**src/rtl/fir_pkg.sv**
```systemverilog
// Shared definitions for the FIR feeder and the FIR filter it drives.
// Holds the feeder FSM encoding, the default filter geometry and a small
// width helper used for counters and pointers.
package fir_pkg;

  localparam int unsigned DefaultTapSize   = 6;
  localparam int unsigned DefaultNbrOfTaps = 3;
  localparam int unsigned DefaultXnSize    = 8;

  typedef enum logic [1:0] {
    StIdle   = 2'd0,
    StConfig = 2'd1,
    StStream = 2'd2,
    StGap    = 2'd3
  } fir_state_e;

  // Bits needed to index n entries; never narrower than one bit.
  function automatic int unsigned cnt_width(input int unsigned n);
    return (n > 1) ? $clog2(n) : 1;
  endfunction

endpackage

```
**src/rtl/fir_feeder_fifo.sv**
```systemverilog
// Small synchronous FIFO holding samples for the FIR feeder.
// Ports:
//   clk_i, rst_ni      clock, synchronous active-low reset
//   push_i, wdata_i    write request and data (ignored when full)
//   pop_i              read request (ignored when empty)
//   rdata_o            head entry, valid whenever empty_o is low
//   full_o, empty_o    occupancy flags
//   count_o            number of stored entries
module fir_feeder_fifo #(
  parameter int unsigned  Width = 8,
  parameter int unsigned  Depth = 4,
  localparam int unsigned PtrW  = fir_pkg::cnt_width(Depth),
  localparam int unsigned CntW  = PtrW + 1
) (
  input  logic            clk_i,
  input  logic            rst_ni,
  input  logic            push_i,
  input  logic [Width-1:0] wdata_i,
  input  logic            pop_i,
  output logic [Width-1:0] rdata_o,
  output logic            full_o,
  output logic            empty_o,
  output logic [CntW-1:0] count_o
);

  logic [Width-1:0] mem_q [Depth];
  logic [PtrW-1:0]  wr_ptr_q, wr_ptr_d;
  logic [PtrW-1:0]  rd_ptr_q, rd_ptr_d;
  logic [CntW-1:0]  count_q, count_d;
  logic             push_en, pop_en;

  assign full_o  = (count_q == CntW'(Depth));
  assign empty_o = (count_q == '0);
  assign count_o = count_q;
  assign rdata_o = mem_q[rd_ptr_q];

  assign push_en = push_i & ~full_o;
  assign pop_en  = pop_i & ~empty_o;

  always_comb begin
    wr_ptr_d = wr_ptr_q;
    rd_ptr_d = rd_ptr_q;
    count_d  = count_q;
    if (push_en) begin
      wr_ptr_d = (wr_ptr_q == PtrW'(Depth - 1)) ? '0 : wr_ptr_q + PtrW'(1);
    end
    if (pop_en) begin
      rd_ptr_d = (rd_ptr_q == PtrW'(Depth - 1)) ? '0 : rd_ptr_q + PtrW'(1);
    end
    // Simultaneous push and pop leave the occupancy unchanged.
    unique case ({push_en, pop_en})
      2'b10:   count_d = count_q + CntW'(1);
      2'b01:   count_d = count_q - CntW'(1);
      default: count_d = count_q;
    endcase
  end

  always_ff @(posedge clk_i) begin
    if (!rst_ni) begin
      wr_ptr_q <= '0;
      rd_ptr_q <= '0;
      count_q  <= '0;
    end else begin
      wr_ptr_q <= wr_ptr_d;
      rd_ptr_q <= rd_ptr_d;
      count_q  <= count_d;
    end
  end

  // Storage needs no reset; occupancy alone decides what is readable.
  always_ff @(posedge clk_i) begin
    if (push_en) begin
      mem_q[wr_ptr_q] <= wdata_i;
    end
  end

endmodule

```
**src/rtl/fir_feeder.sv**
```systemverilog
// FIR feeder: accepts host words (samples or coefficients), buffers samples
// in a FIFO and coefficients in a shadow register file, and drives either a
// coefficient load burst or a sample stream toward the FIR filter.
// Optional feature macro: FIR_FEEDER_STATS_EN adds sample_count.
// Ports:
//   clk, reset_n        clock, synchronous active-low reset
//   in_data, in_kind    host word and its kind (0 sample, 1 coefficient)
//   in_valid, in_ready  host handshake
//   coeff_commit        pulse requesting a coefficient load
//   x_n                 registered sample/coefficient toward the filter
//   s_axis_fir_tvalid   registered sample-stream valid
//   s_set_coeffs        registered coefficient-shift enable
//   busy                FSM not in IDLE
//   sample_count        (FIR_FEEDER_STATS_EN) saturating STREAM-cycle count
module fir_feeder
  import fir_pkg::*;
#(
  parameter int unsigned TAP_SIZE    = DefaultTapSize,
  parameter int unsigned NBR_OF_TAPS = DefaultNbrOfTaps,
  parameter int unsigned X_N_SIZE    = DefaultXnSize,
  parameter int unsigned FIFO_DEPTH  = 4
) (
  input  logic                clk,
  input  logic                reset_n,
  input  logic [X_N_SIZE-1:0] in_data,
  input  logic                in_kind,
  input  logic                in_valid,
  output logic                in_ready,
  input  logic                coeff_commit,
  output logic [X_N_SIZE-1:0] x_n,
  output logic                s_axis_fir_tvalid,
  output logic                s_set_coeffs,
  output logic                busy
`ifdef FIR_FEEDER_STATS_EN
  ,
  output logic [7:0]          sample_count
`endif
);

  localparam int unsigned TapIdxW  = cnt_width(NBR_OF_TAPS);
  localparam int unsigned FifoCntW = cnt_width(FIFO_DEPTH) + 1;

  fir_state_e state_q, state_d;

  logic [TapIdxW-1:0]  cnt_q, cnt_d;
  logic [TapIdxW-1:0]  wr_ptr_q, wr_ptr_d;
  logic                pending_q, pending_d;
  logic [TAP_SIZE-1:0] shadow_q [NBR_OF_TAPS];
  logic [X_N_SIZE-1:0] x_n_q, x_n_d;
  logic                tvalid_q, tvalid_d;
  logic                set_q, set_d;

  logic                coeff_we, sample_push, pop, last_pop, enter_config;
  logic                fifo_full, fifo_empty;
  logic [X_N_SIZE-1:0] fifo_rdata;
  logic [FifoCntW-1:0] fifo_count;
  logic [TAP_SIZE-1:0] tap_sel;

  // Host handshake
  assign in_ready    = in_kind ? (state_q != StConfig) : ~fifo_full;
  assign coeff_we    = in_valid & in_ready & in_kind;
  assign sample_push = in_valid & in_ready & ~in_kind;

  // A pending commit stops popping so STREAM can hand over to CONFIG.
  assign pop          = (state_q == StStream) & ~fifo_empty & ~pending_q;
  assign last_pop     = pop & (fifo_count == FifoCntW'(1)) & ~sample_push;
  assign enter_config = (state_q == StIdle) & pending_q;

  fir_feeder_fifo #(
    .Width (X_N_SIZE),
    .Depth (FIFO_DEPTH)
  ) u_fifo (
    .clk_i   (clk),
    .rst_ni  (reset_n),
    .push_i  (sample_push),
    .wdata_i (in_data),
    .pop_i   (pop),
    .rdata_o (fifo_rdata),
    .full_o  (fifo_full),
    .empty_o (fifo_empty),
    .count_o (fifo_count)
  );

  // FSM state register
  always_ff @(posedge clk) begin
    if (!reset_n) begin
      state_q <= StIdle;
    end else begin
      state_q <= state_d;
    end
  end

  // FSM next state
  always_comb begin
    state_d = state_q;
    unique case (state_q)
      StIdle: begin
        if (pending_q) begin
          state_d = StConfig;
        end else if (!fifo_empty) begin
          state_d = StStream;
        end
      end
      StConfig: begin
        if (cnt_q == TapIdxW'(NBR_OF_TAPS - 1)) begin
          state_d = StGap;
        end
      end
      StStream: begin
        if (pending_q || fifo_empty || last_pop) begin
          state_d = StGap;
        end
      end
      StGap:   state_d = StIdle;
      default: state_d = StIdle;
    endcase
  end

  // FSM outputs, computed one cycle ahead and registered below. Taps are
  // shifted highest index first so shadow[k] settles in filter tap k.
  always_comb begin
    x_n_d    = '0;
    tvalid_d = 1'b0;
    set_d    = 1'b0;
    tap_sel  = shadow_q[TapIdxW'(NBR_OF_TAPS - 1) - cnt_q];
    unique case (state_q)
      StConfig: begin
        set_d = 1'b1;
        x_n_d = X_N_SIZE'($signed(tap_sel));
      end
      StStream: begin
        tvalid_d = pop;
        x_n_d    = pop ? fifo_rdata : '0;
      end
      default: begin
        x_n_d    = '0;
        tvalid_d = 1'b0;
        set_d    = 1'b0;
      end
    endcase
  end

  // Datapath next state
  always_comb begin
    cnt_d     = (state_q == StConfig) ? cnt_q + TapIdxW'(1) : '0;
    pending_d = enter_config ? 1'b0 : (pending_q | coeff_commit);
    wr_ptr_d  = wr_ptr_q;
    if (coeff_we) begin
      wr_ptr_d = (wr_ptr_q == TapIdxW'(NBR_OF_TAPS - 1)) ? '0 : wr_ptr_q + TapIdxW'(1);
    end
  end

  always_ff @(posedge clk) begin
    if (!reset_n) begin
      cnt_q     <= '0;
      wr_ptr_q  <= '0;
      pending_q <= 1'b0;
      x_n_q     <= '0;
      tvalid_q  <= 1'b0;
      set_q     <= 1'b0;
      for (int i = 0; i < int'(NBR_OF_TAPS); i++) begin
        shadow_q[i] <= '0;
      end
    end else begin
      cnt_q     <= cnt_d;
      wr_ptr_q  <= wr_ptr_d;
      pending_q <= pending_d;
      x_n_q     <= x_n_d;
      tvalid_q  <= tvalid_d;
      set_q     <= set_d;
      if (coeff_we) begin
        shadow_q[wr_ptr_q] <= in_data[TAP_SIZE-1:0];
      end
    end
  end

  assign x_n               = x_n_q;
  assign s_axis_fir_tvalid = tvalid_q;
  assign s_set_coeffs      = set_q;
  assign busy              = (state_q != StIdle);

`ifdef FIR_FEEDER_STATS_EN
  logic [7:0] sample_count_q, sample_count_d;

  always_comb begin
    sample_count_d = sample_count_q;
    if (enter_config) begin
      sample_count_d = '0;
    end else if ((state_q == StStream) && (sample_count_q != 8'hFF)) begin
      sample_count_d = sample_count_q + 8'd1;
    end
  end

  always_ff @(posedge clk) begin
    if (!reset_n) begin
      sample_count_q <= '0;
    end else begin
      sample_count_q <= sample_count_d;
    end
  end

  assign sample_count = sample_count_q;
`endif

endmodule

```
**config.mk**
```make
export PLATFORM = sky130hd
export DESIGN_NAME = fir_feeder
export DESIGN_NICKNAME = d
export VERILOG_FILES = /design/src/rtl/fir_pkg.sv /design/src/rtl/fir_feeder_fifo.sv /design/src/rtl/fir_feeder.sv
export SDC_FILE = /design/constraint.sdc
export NUM_CORES = 1
export LEC_CHECK = 0
export ABC_AREA = 0
export CAP_MARGIN = 30
export CELL_PAD_IN_SITES_DETAIL_PLACEMENT = 1
export CELL_PAD_IN_SITES_GLOBAL_PLACEMENT = 1
export CORE_ASPECT_RATIO = 1.2
export CORE_MARGIN = 2
export CORE_UTILIZATION = 30
export DETAILED_ROUTE_END_ITERATION = 10
export DONT_BUFFER_PORTS = 1
export GPL_TIMING_DRIVEN = 0
export PLACE_DENSITY_LB_ADDON = 0.1
export RECOVER_POWER = 100
export SLEW_MARGIN = 0
export SYNTH_ARGS = -nofsm -noshare
export SYNTH_HDL_FRONTEND = slang
export SYNTH_SLANG_ARGS = --single-unit
```
**constraint.sdc**
```tcl
create_clock -name clk -period 2.4 [get_ports clk]
set_clock_uncertainty 0.1 [all_clocks]
set_input_delay 0.48 -clock clk [delete_from_list [all_inputs] [get_ports clk]]
set_output_delay 0.48 -clock clk [all_outputs]
set_load 0.005 [all_outputs]
```
---- Yosys cells after proc, flatten, opt, wreduce, memory -nomap -nowiden ----
Memory sizes are Yosys's and may differ from the RTL's. A register that Yosys moved wholly into a read port is not among the register bits.
Index checks and enable logic that the tools add are counted.
cells by class
  eq/ne operators ......................... 15
  muxes and demuxes ....................... 24
  $add $sub $neg .......................... 7
  bitwise gates (word level) .............. 17
  reduce and logical (&&, ||, !) cells .... 11
operators with widths
  kind                   number
  $mux W2                10
  $pmux W8 S2            1
  $eq A2 B2 Y1 const B   7
  $and A1 B1 Y1          10
  $mux W1                9
  $add A2 B1 Y2 const B  4
  $mux W8                1
  $pmux W2 S4            1
  $mux W6                1
  $not A1 Y1             6
  $pmux W3 S2            1
  $reduce_or A6 Y1       1
  $eq A2 B1 Y1 const B   2
  $ne A2 B1 Y1 const B   2
  $reduce_and A2 Y1      2
  $reduce_bool A2 Y1     2
  $add A3 B1 Y3 const B  1
  $eq A3 B1 Y1 const B   1
  $eq A3 B3 Y1 const B   1
  $logic_not A3 Y1       1
  $ne A3 B3 Y1 const B   1
  $reduce_and A3 Y1      1
  $sub A3 B1 Y3 const B  1
  $logic_not A2 Y1       1
  other kinds (5)        6
word-level totals
  flip-flop bits (word level) ............. 24
  logic and storage cells ................. 86
  output and inout port bits .............. 12
  bits in writable memories ............... 50
  memories ................................ 2
  input bits .............................. 13
memories
  memory        words  width  rd ports  clocked after Yosys merged registers in  write ports  RTL line               text
  u_fifo.mem_q  4      8      1         1                                        1            fir_feeder_fifo.sv:26  logic [Width-1:0] mem_q [Depth];
  shadow_q      3      6      1         0                                        3            fir_feeder.sv:48       logic [TAP_SIZE-1:0] shadow_q [NBR_OF_TAPS];

---- Depth between registers and ports, before layout ----
Gate-level depths: netlist of run 1.
  depth after elaboration ................. 10
  depth in mapped cells ................... 8
  depth with buffers taken out ............ 8

---- Hierarchy ----
Synthesis of run 1 repeated with hierarchy kept, for this count alone.
second synthesis, totals
  cells, all modules ...................... 230
  area total of the unflattened synthesis .. 3,380.7 µm²
modules (own cells, without submodules)
  module           seq. area each (µm²)  instances  cells an instance  area each (µm²)
  fir_feeder       1,061.0               1          132                1,736.7
  fir_feeder_fifo  1,141.1               1          98                 1,644.1

---- Worst setup path after synthesis of run 1 ----
No wires, ideal clock.
  kind .................................... reg2reg
  from .................................... register u_fifo.count_q[0], in the netlist u_fifo.count_o[0]
  to ...................................... register u_fifo.count_q[2], in the netlist u_fifo.count_o[2]
  setup slack ............................. 381 ps
  path buffers ............................ 0
  required time ........................... 2,224 ps
  period minus slack after synthesis ...... 2,019 ps
  library setup time ...................... 76 ps
  arrival time ............................ 1,844 ps
  stages on the path, launching flop included .. 8
  path through ............................ dfxtp_1 inv_1 ha_1 nor2b_2 nor3_4 ha_1 or3_1 a21boi_0
on the way
  word-level cells in the longest chain between the ends .. 8
  elaborated cells between the ends (all ways) .. 17
  those cells by class .................... add/sub (2); eq/ne (3); mux (2); bitwise (8); reduce/logical (2)
RTL lines
  element                                                   RTL line                                 text
  start, declared                                           fir_feeder_fifo.sv:29                    logic [CntW-1:0] count_q, count_d;
  start signal, assigned                                    fir_feeder_fifo.sv:66                    count_q <= count_d;
  $eq A3 B3 Y1                                              fir_feeder_fifo.sv:32                    assign full_o = (count_q == CntW'(Depth));
  $not A1 Y1                                                fir_feeder_fifo.sv:37, fir_feeder.sv:60
  $mux W1                                                   fir_feeder.sv:60                         assign in_ready = in_kind ? (state_q != StConfig) : ~fifo_full;
  $and A1 B1 Y1 (2 in a row)                                fir_feeder.sv:62                         assign sample_push = in_valid & in_ready & ~in_kind;
  $and A1 B1 Y1                                             fir_feeder_fifo.sv:37                    assign push_en = push_i & ~full_o;
  $eq A2 B1 Y1 / $eq A2 B2 Y1 (equally long branches)       fir_feeder_fifo.sv:51                    unique case ({push_en, pop_en})
  $pmux W3 S2 / $reduce_bool A2 Y1 (equally long branches)  -
Parallel ways exist; a longest one is shown, timed or not.
A chain may end at the register's enable or synchronous reset.

---- Worst setup path after layout of run 1 ----
Ends and elaborated chain as after synthesis.

==> impl_metrics.toml, run 1 <==
[synthesis]
ys_warn_count = 0
synth-seq-area-share_pct = 64.4
avgSynthCellArea_sq_um = 14.5
syn_area_sq_um = 3420
ys.flop_type = "edfxtp_1"
synthesis.nets = 263
ys_seq_elements = 82
synthCells = 236
ys_types = 29
synth-async-reset-ratio_pct = 0
synth_edf_count = 56

[timing]
min_period_over_period_pct = 91.9
setup_viol = 0
finalHoldViolations = 0
worstMarginPinSlew_ns = 0.692
setup_tns_ns = 0
period_needed_ns = 2.20
worst_slew_margin_rel_pct = 53.7
slew_viol_final = 0
hold_slack_ns = 0.139
worst_slack_ns = 0.195
max_freq_ghz = 0.454

[placed_design]
routabilityCongestion = 0.679
dpl_cell_area_sq_um = 3610
dp_slack_ns = -0.279
port_buffers = 0
dp.cells = 390
dp_hpwl_um = 4700

[final_layout]
antennaDiodeCount = 0
mostFrequentLayoutCell = "edfxtp_1"
fill_cells = 1182
syn_to_final_growth_pct = 16.9
fin_area_sq_um = 4000
mostFrequentLayoutCells = "edfxtp_1, dfxtp_1, inv_1, and2_1"
finalNonFillerCells = 413
drive_gt1_share_pct = 17.4
multi_input_area_sq_um = 1140
seqCellArea_sq_um = 2200
final_util_pct = 36.1
layout.nets = 281

[setup_path]
reg2reg_depth = 7
timing.rr.start = "u_fifo.count_o[0]$_SDFFE_PN0P_"
critPathCaptureType = "flop"
ff2ff_setup_slack_ns = 0.20
worst-path-max-fanout = 5
startpoint_type = "flop"
critPathKind = "reg2reg"
cp.required_ns = 2.56
regToRegEndpoint = "u_fifo.count_o[2]$_SDFFE_PN0P_"
arrival_ns = 2.37

[clock_network]
ctsHoldBuffers = 0
htreeDepth = 3
clk-insertion-delay-late_ns = 0.33
numCtsBuffers = 9
clk_pin_slew_ns = 0.06
cts_root_buf = "clkbuf_16"
tritoncts = "yes"
cts_buffer_depth = 2
cts_sinks = 82

[min_path]
min_from = "in_data[7]"
hold_end = "u_fifo.mem_q[0][7]$_DFFE_PP_"
min_path_type = "in2reg"
holdPathStages = 0

[route]
wirelength_um = 6770
ant_nets = 0
drc_errors = 0
wl_per_cell_um = 16.4
vias_per_cell = 4.43
drtIter0Drc = 99
vias = 1828
drt_pre_antenna_iters = 4

[global_route]
antenna_found_initial = 0
grtUsageTotal_pct = 12.4
grt_max_degree = 15
grt_pass1_wl_um = 10900
grt_overflow = 0
grt_pass1_vias = 2000

[floorplan]
die_height_um = 121
initial_core_util_pct = 30.9
rows = 42
ioPinCount = 25
core_sq_um = 11100
die_area_sq_um = 12300
die_w_um = 101

[power_and_ir_drop]
ir_drop_mv = 0.417
p_leak_nw = 1.42
power_density_nw_per_um2 = 849
power.total_mw = 3.39

[run_status]
status = "complete, no violations"

[run]
drv_cap = 0
metal layers:
layer  track usage (%)  vias up  share of wire [%]
met4              4.81        0                1.5
met3              4.32        7                4.3
met5                 0        -                  0
met1              14.5      913                 43
li1                  -      876                  -
met2              20.7       32                 51
power by group:
part	switching [mW]	total [mW]	internal, mW
sequential	0.0454	1.63	1.58
combinational	0.244	0.447	0.202
clock	0.552	1.32	0.768
total	0.842	3.39	2.55
synthesized netlist by cell type (2+ instances only):
master / instances / area share (%)
nand2_1: 9 / 0.99
mux2i_1: 7 / 2.0
nor2_1: 6 / 0.66
o21ai_0: 7 / 1.0
and2_1: 25 / 4.6
inv_1: 25 / 2.7
nor2b_1: 8 / 1.5
ha_1: 14 / 5.1
edfxtp_1: 56 / 49
clkbuf_1: 4 / 0.44
nand3_1: 2 / 0.29
xnor2_1: 2 / 0.51
nor3b_1: 5 / 1.1
nand2b_1: 5 / 0.91
mux4_2: 14 / 9.2
a21oi_1: 3 / 0.44
nor3_1: 2 / 0.29
o22ai_1: 5 / 0.91
dfxtp_1: 26 / 15
buf_2: 2 / 0.29
registers in the layout, indices dropped and copies added, names as in the netlist, named ones only:
name,cells
shadow_q,24
u_fifo.mem_q,32
wr_ptr_q,2
u_fifo.rd_ptr_q,2
s_set_coeffs,1
cnt_q,2
x_n,8
u_fifo.count_o,3
state_q,2
u_fifo.wr_ptr_q,2
s_axis_fir_tvalid,1
pending_q,1
logic make-up after synthesis:
family | Yosys count | synth area share (%)
compound gates | 19 | 3.62
simple gates | 67 | 11.7
fa+ha+maj | 14 | 5.12
mux | 21 | 11.3
flops | 82 | 64.4
buf+inv | 31 | 3.47
xor+xnor | 2 | 0.512
layout make-up:
class | instances | share of cell area [%]
clock inverter | 5 | 0.907
inverter | 25 | 2.35
buffer | 6 | 0.626
tap | 154 | 4.82
timing repair buffer | 7 | 1.31
clock buffer | 11 | 6.35
multi-input combinational | 123 | 28.6
sequential | 82 | 55.1
what timing repair did:
item                       in CTS  in global routing
setup endpoints to repair      18                 19
buffers inserted                0                  7
gates resized for setup         3                  4
pin swaps                       0                  3
worst max-delay path, stage by stage, from the launching register on:
cell      delay [ns]
dfxtp_1         0.40
inv_1           0.08
ha_1            0.26
nor2b_2         0.20
nor3_4          0.23
ha_1            0.33
or3_1           0.38
a21boi_0        0.16
how the worst max path moves through the flow:
| stage | from | end | slack (ns) |
|---|---|---|---|
| floorplan | u_fifo.count_o[0]$_SDFFE_PN0P_ | u_fifo.count_o[2]$_SDFFE_PN0P_ | 0.38 |
| global placement | state_q[1]$_SDFFE_PN0P_ | shadow_q[0][2]$_SDFFCE_PN0P_ | -0.22 |
| detailed placement | state_q[1]$_SDFFE_PN0P_ | shadow_q[2][2]$_SDFFCE_PN0P_ | -0.28 |
| CTS | state_q[1]$_SDFFE_PN0P_ | shadow_q[2][0]$_SDFFCE_PN0P_ | -0.05 |
| global route | cnt_q[0]$_SDFF_PN0_ | x_n[5]$_SDFF_PN0_ | -0.0007 |
| finish | u_fifo.count_o[0]$_SDFFE_PN0P_ | u_fifo.count_o[2]$_SDFFE_PN0P_ | 0.20 |
Power figures use the tool's default switching activity.
==> inputs of run 2 (changes only) <==
clock period = 1.9 ns   (was 2.4 ns; I/O delays follow)
==> impl_metrics.toml, run 2 (synthesis gave the netlist of run 1 again) <==
[run_status]
status = "complete, no violations"

[placed_design]
routabilityCongestion = 0.646
dp_hpwl_um = 4670
port_buffers = 0
dpl_cell_area_sq_um = 3640
dp.cells = 390

[global_route]
grt_max_degree = 13
grt_pass1_vias = 2036
grtUsageTotal_pct = 12.6
grt_pass1_wl_um = 11000
grt_overflow = 0
antenna_found_initial = 0

[clock_network]
ctsHoldBuffers = 0
htreeDepth = 3
numCtsBuffers = 9
cts_buffer_depth = 2
tritoncts = "yes"
cts_root_buf = "clkbuf_16"
cts_sinks = 82
clk-insertion-delay-late_ns = 0.33
clk_pin_slew_ns = 0.06

[floorplan]
die_w_um = 101
rows = 42
ioPinCount = 25
die_area_sq_um = 12300
core_sq_um = 11100
initial_core_util_pct = 30.9
die_height_um = 121

[power_and_ir_drop]
p_leak_nw = 1.45
power_density_nw_per_um2 = 1060
power.total_mw = 4.37
ir_drop_mv = 0.392

[setup_path]
cp.required_ns = 2.07
path_cells = "inv_4, ha_4, nor2b_4, nor3_4, ha_4, or3_1, a21boi_1"
critPathCaptureType = "flop"
ff2ff_setup_slack_ns = 0.04
cp_top_family = "simple AND/OR/NAND/NOR gates"
timing.rr.start = "u_fifo.count_o[1]$_SDFFE_PN0P_"
worst-path-max-fanout = 3
cpPeakStageDelay_ns = 0.36
startpoint_type = "flop"
critPathKind = "reg2reg"
regToRegEndpoint = "u_fifo.count_o[2]$_SDFFE_PN0P_"
arrival_ns = 2.02
critPathMostFrequentCell = "ha_4"
crit_buf_inv = 1
slowest_stage = "dfxtp_4"
reg2reg_depth = 7

[timing]
worst_slew_margin_rel_pct = 54.1
setup_viol = 0
slew_viol_final = 0
rsz0062_at_grt = "true"
finalHoldViolations = 0
period_needed_ns = 1.86
max_freq_ghz = 0.539
worstMarginPinSlew_ns = 0.689
min_period_over_period_pct = 97.7

[min_path]
holdPathStages = 0
min_from = "in_data[4]"
hold_end = "shadow_q[3][4]$_DFFE_PP_"
min_path_type = "in2reg"

[final_layout]
layout.nets = 284
fin_area_sq_um = 4120
mostFrequentLayoutCell = "edfxtp_1"
fill_cells = 1150
largest_reg_flops = 32
largest_register = "u_fifo.mem_q"
finalNonFillerCells = 416
drive_gt1_share_pct = 22.9
syn_to_final_growth_pct = 20.5
mostFrequentLayoutCells = "edfxtp_1, and2_1, dfxtp_1"
seqCellArea_sq_um = 2210
multi_input_area_sq_um = 1230
antennaDiodeCount = 0

[route]
vias_per_cell = 4.42
wirelength_um = 6830
vias = 1837
wl_per_cell_um = 16.4
drc_errors = 0
drtIter0Drc = 44
drt_pre_antenna_iters = 4
ant_nets = 0

[run]
drv_cap = 0
==> run 2: changes by cell type in the layout (fill, tap and decap cells not counted), moves of 3 or more <==
cell / delta
o21ai_0: -3
ha_4: +4
buf_4: +4
nand2b_1: -3
ha_1: -4
o21ai_1: +3
==> run 2: power breakdown <==
group          leakage, nW  switching [mW]  internal [mW]  total (mW)
registers            0.744          0.0606           2.00        2.06
clock network        0.136           0.655           1.01        1.66
logic                0.570           0.334          0.313       0.647
==> run 2: final cells by class <==
type / instances / area share, %
clock inverter: 4 / 1.03
tap: 154 / 4.67
clock buffer: 12 / 5.74
buffer: 5 / 0.577
inverter: 25 / 2.34
timing repair buffer: 11 / 2.09
multi-input combinational: 123 / 30.0
sequential: 82 / 53.6
==> run 2: how the worst max path moves through the flow <==
stage | startpoint | end | depth (start not counted)
after floorplan | state_q[1]$_SDFFE_PN0P_ | shadow_q[2][0]$_SDFFCE_PN0P_ | 5
after global placement | state_q[1]$_SDFFE_PN0P_ | shadow_q[0][0]$_SDFFCE_PN0P_ | 5
after detailed placement | state_q[1]$_SDFFE_PN0P_ | shadow_q[0][0]$_SDFFCE_PN0P_ | 5
after CTS | state_q[0]$_SDFFE_PN0P_ | u_fifo.count_o[2]$_SDFFE_PN0P_ | 7
after global routing | u_fifo.count_o[1]$_SDFFE_PN0P_ | u_fifo.count_o[2]$_SDFFE_PN0P_ | 7
final | u_fifo.count_o[1]$_SDFFE_PN0P_ | u_fifo.count_o[2]$_SDFFE_PN0P_ | 7
==> run 2: worst reg2reg max path: stages, from the launching register on <==
cell	delay (ns)
dfxtp_4	0.36
inv_4	0.05
ha_4	0.17
nor2b_4	0.14
nor3_4	0.25
ha_4	0.25
or3_1	0.36
a21boi_1	0.11
==> run 2: metal layers <==
layer  part of all wire (%)  wire (um)  track usage [%]
met1                     42       2850             14.6
met2                     52       3540             21.2
met3                    4.2        288             3.92
met4                    2.2        151             5.83
met5                      0          0                0
==> run 2: repair_timing <==
| action | CTS | global route |
|---|---|---|
| gates resized for setup | 23 | 8 |
| pin swaps | 4 | 6 |
| setup endpoints to repair | 85 | 18 |
| buffers inserted | 8 | 3 |
==> run 2: per-stage QoR <==
step	hold slack, ns	setup TNS (ns)	setup slack, ns	util, %
2_1_floorplan	0.352	-0.0532	-0.00812	-
3_3_place_gp	0.371	-21.14	-0.760	32.8
3_5_place_dp	0.379	-20.54	-0.740	32.8
4_1_cts	0.0275	0	0.00702	36.8
5_1_grt	0.0228	-0.0934	-0.0645	37.2
6_report	0.0383	0	0.0442	37.2
==> inputs of run 3 (changes only) <==
SETUP_SLACK_MARGIN = 0.05   (was not set)
==> impl_metrics.toml, run 3 (synthesis gave the netlist of run 1 again) <==
[setup_path]
reg2reg_depth = 6
ff2ff_setup_slack_ns = 0.07
regToRegEndpoint = "shadow_q[2][3]$_SDFFCE_PN0P_"
worst-path-max-fanout = 6
critPathCaptureType = "flop"
startpoint_type = "flop"
cp.required_ns = 1.83
arrival_ns = 1.76
timing.rr.start = "state_q[1]$_SDFFE_PN0P_"
critPathKind = "reg2reg"

[final_layout]
fin_area_sq_um = 4120
mostFrequentLayoutCells = "edfxtp_1, inv_1, dfxtp_1"
antennaDiodeCount = 0
syn_to_final_growth_pct = 20.3
layout.nets = 287
multi_input_area_sq_um = 1210
final_util_pct = 37.1
largest_reg_flops = 32
drive_gt1_share_pct = 24.2
seqCellArea_sq_um = 2210
largest_register = "u_fifo.mem_q"
fill_cells = 1154
mostFrequentLayoutCell = "edfxtp_1"

[route]
route.met2.wl_um = 3550
wl_met1_um = 2900
ant_nets = 0
vias_per_cell = 4.44
drtIter0Drc = 48
vias = 1862
wirelength_um = 6860
met3_length_um = 270
dr.max_layer_used = "met4"
drt_pre_antenna_iters = 2
wl_per_cell_um = 16.4
drc_errors = 0

[clock_network]
numCtsBuffers = 9
cts_buffer_depth = 2
tritoncts = "yes"
clk-insertion-delay-late_ns = 0.33
clk_pin_slew_ns = 0.06
cts_sinks = 82
cts_root_buf = "clkbuf_16"
htreeDepth = 3

[global_route]
grt_pass1_wl_um = 11100
grt_pass1_vias = 2063
grt_overflow = 0
grt_max_degree = 13
grtUsageTotal_pct = 12.7
antenna_found_initial = 0

[power_and_ir_drop]
ir_drop_mv = 0.391
power.total_mw = 4.37
power_density_nw_per_um2 = 1060
p_leak_nw = 1.45

[min_path]
hold_end = "shadow_q[3][4]$_DFFE_PP_"
min_path_type = "in2reg"
min_from = "in_data[4]"
holdPathStages = 0

[placed_design]
routabilityCongestion = 0.646
port_buffers = 0
dp_hpwl_um = 4670
dpl_cell_area_sq_um = 3640

[floorplan]
ioPinCount = 25
rows = 42
initial_core_util_pct = 30.9
die_area_sq_um = 12300
die_w_um = 101
core_sq_um = 11100
die_height_um = 121

[timing]
setup_viol = 0
worst_slew_margin_rel_pct = 50.6
finalHoldViolations = 0
worstMarginPinSlew_ns = 0.741
slew_viol_final = 0
min_period_over_period_pct = 96.4
rsz0062_at_grt = "true"
max_freq_ghz = 0.546
period_needed_ns = 1.83
hold_slack_ns = 0.0373

[run]
drv_cap = 0

[run_status]
status = "complete, no violations"
==> run 3: routing by layer <==
layer / track usage (%) / vias to the layer above
met5: 0 / -
met4: 5.83 / 0
met3: 3.92 / 11
met2: 21.3 / 26
met1: 14.7 / 936
li1: - / 889
==> run 3: layout make-up <==
| type | count | share of cell area, % |
|---|---|---|
| flip-flops and latches | 82 | 53.7 |
| multi-input cells | 123 | 29.3 |
| clock buffers | 12 | 5.74 |
| well taps | 154 | 4.68 |
| repair buffers | 14 | 2.61 |
| inverters | 25 | 2.28 |
| clock inverters | 4 | 1.03 |
| plain buffers | 5 | 0.668 |
==> run 3: metrics by stage <==
stage,instances,worst slack (ns),setup TNS (ns)
floorplan,236,-0.00812,-0.0532
global placement,390,-0.760,-21.14
detailed placement,390,-0.740,-20.54
CTS,417,0.0454,0
global route,419,0.00657,0
finish,419,0.0689,0
==> run 3: critical path: stages (launching register included) <==
cell	delay [ns]
dfxtp_2	0.34
inv_1	0.06
ha_1	0.24
nand4b_1	0.19
buf_4	0.17
nor3b_2	0.21
nand2b_4	0.22
==> run 3: worst max path at each step <==
stage,startpoint,to,slack [ns],depth (start not counted)
2_1_floorplan,state_q[1]$_SDFFE_PN0P_,shadow_q[2][0]$_SDFFCE_PN0P_,-0.008,5
3_3_place_gp,state_q[1]$_SDFFE_PN0P_,shadow_q[0][0]$_SDFFCE_PN0P_,-0.76,5
3_5_place_dp,state_q[1]$_SDFFE_PN0P_,shadow_q[0][0]$_SDFFCE_PN0P_,-0.74,5
4_1_cts,state_q[1]$_SDFFE_PN0P_,shadow_q[2][3]$_SDFFCE_PN0P_,0.05,6
5_1_grt,state_q[1]$_SDFFE_PN0P_,shadow_q[2][3]$_SDFFCE_PN0P_,0.007,6
6_report,state_q[1]$_SDFFE_PN0P_,shadow_q[2][3]$_SDFFCE_PN0P_,0.07,6
==> run 3: timing repair <==
action | 4_1_cts | 5_1_grt
buffers inserted | 12 | 2
gates cloned | 0 | 0
hold buffers | 0 | 0
setup endpoints to repair | 85 | 68
pin swaps | 5 | 1
endpoints found under the hold margin | 0 | 0
gates resized for setup | 21 | 9
==> run 3: power breakdown <==
part	switching, mW	internal, mW	total [mW]	leakage, nW
Sequential	0.0557	2.00	2.06	0.744
Clock	0.654	1.01	1.66	0.136
Combinational	0.331	0.315	0.646	0.573
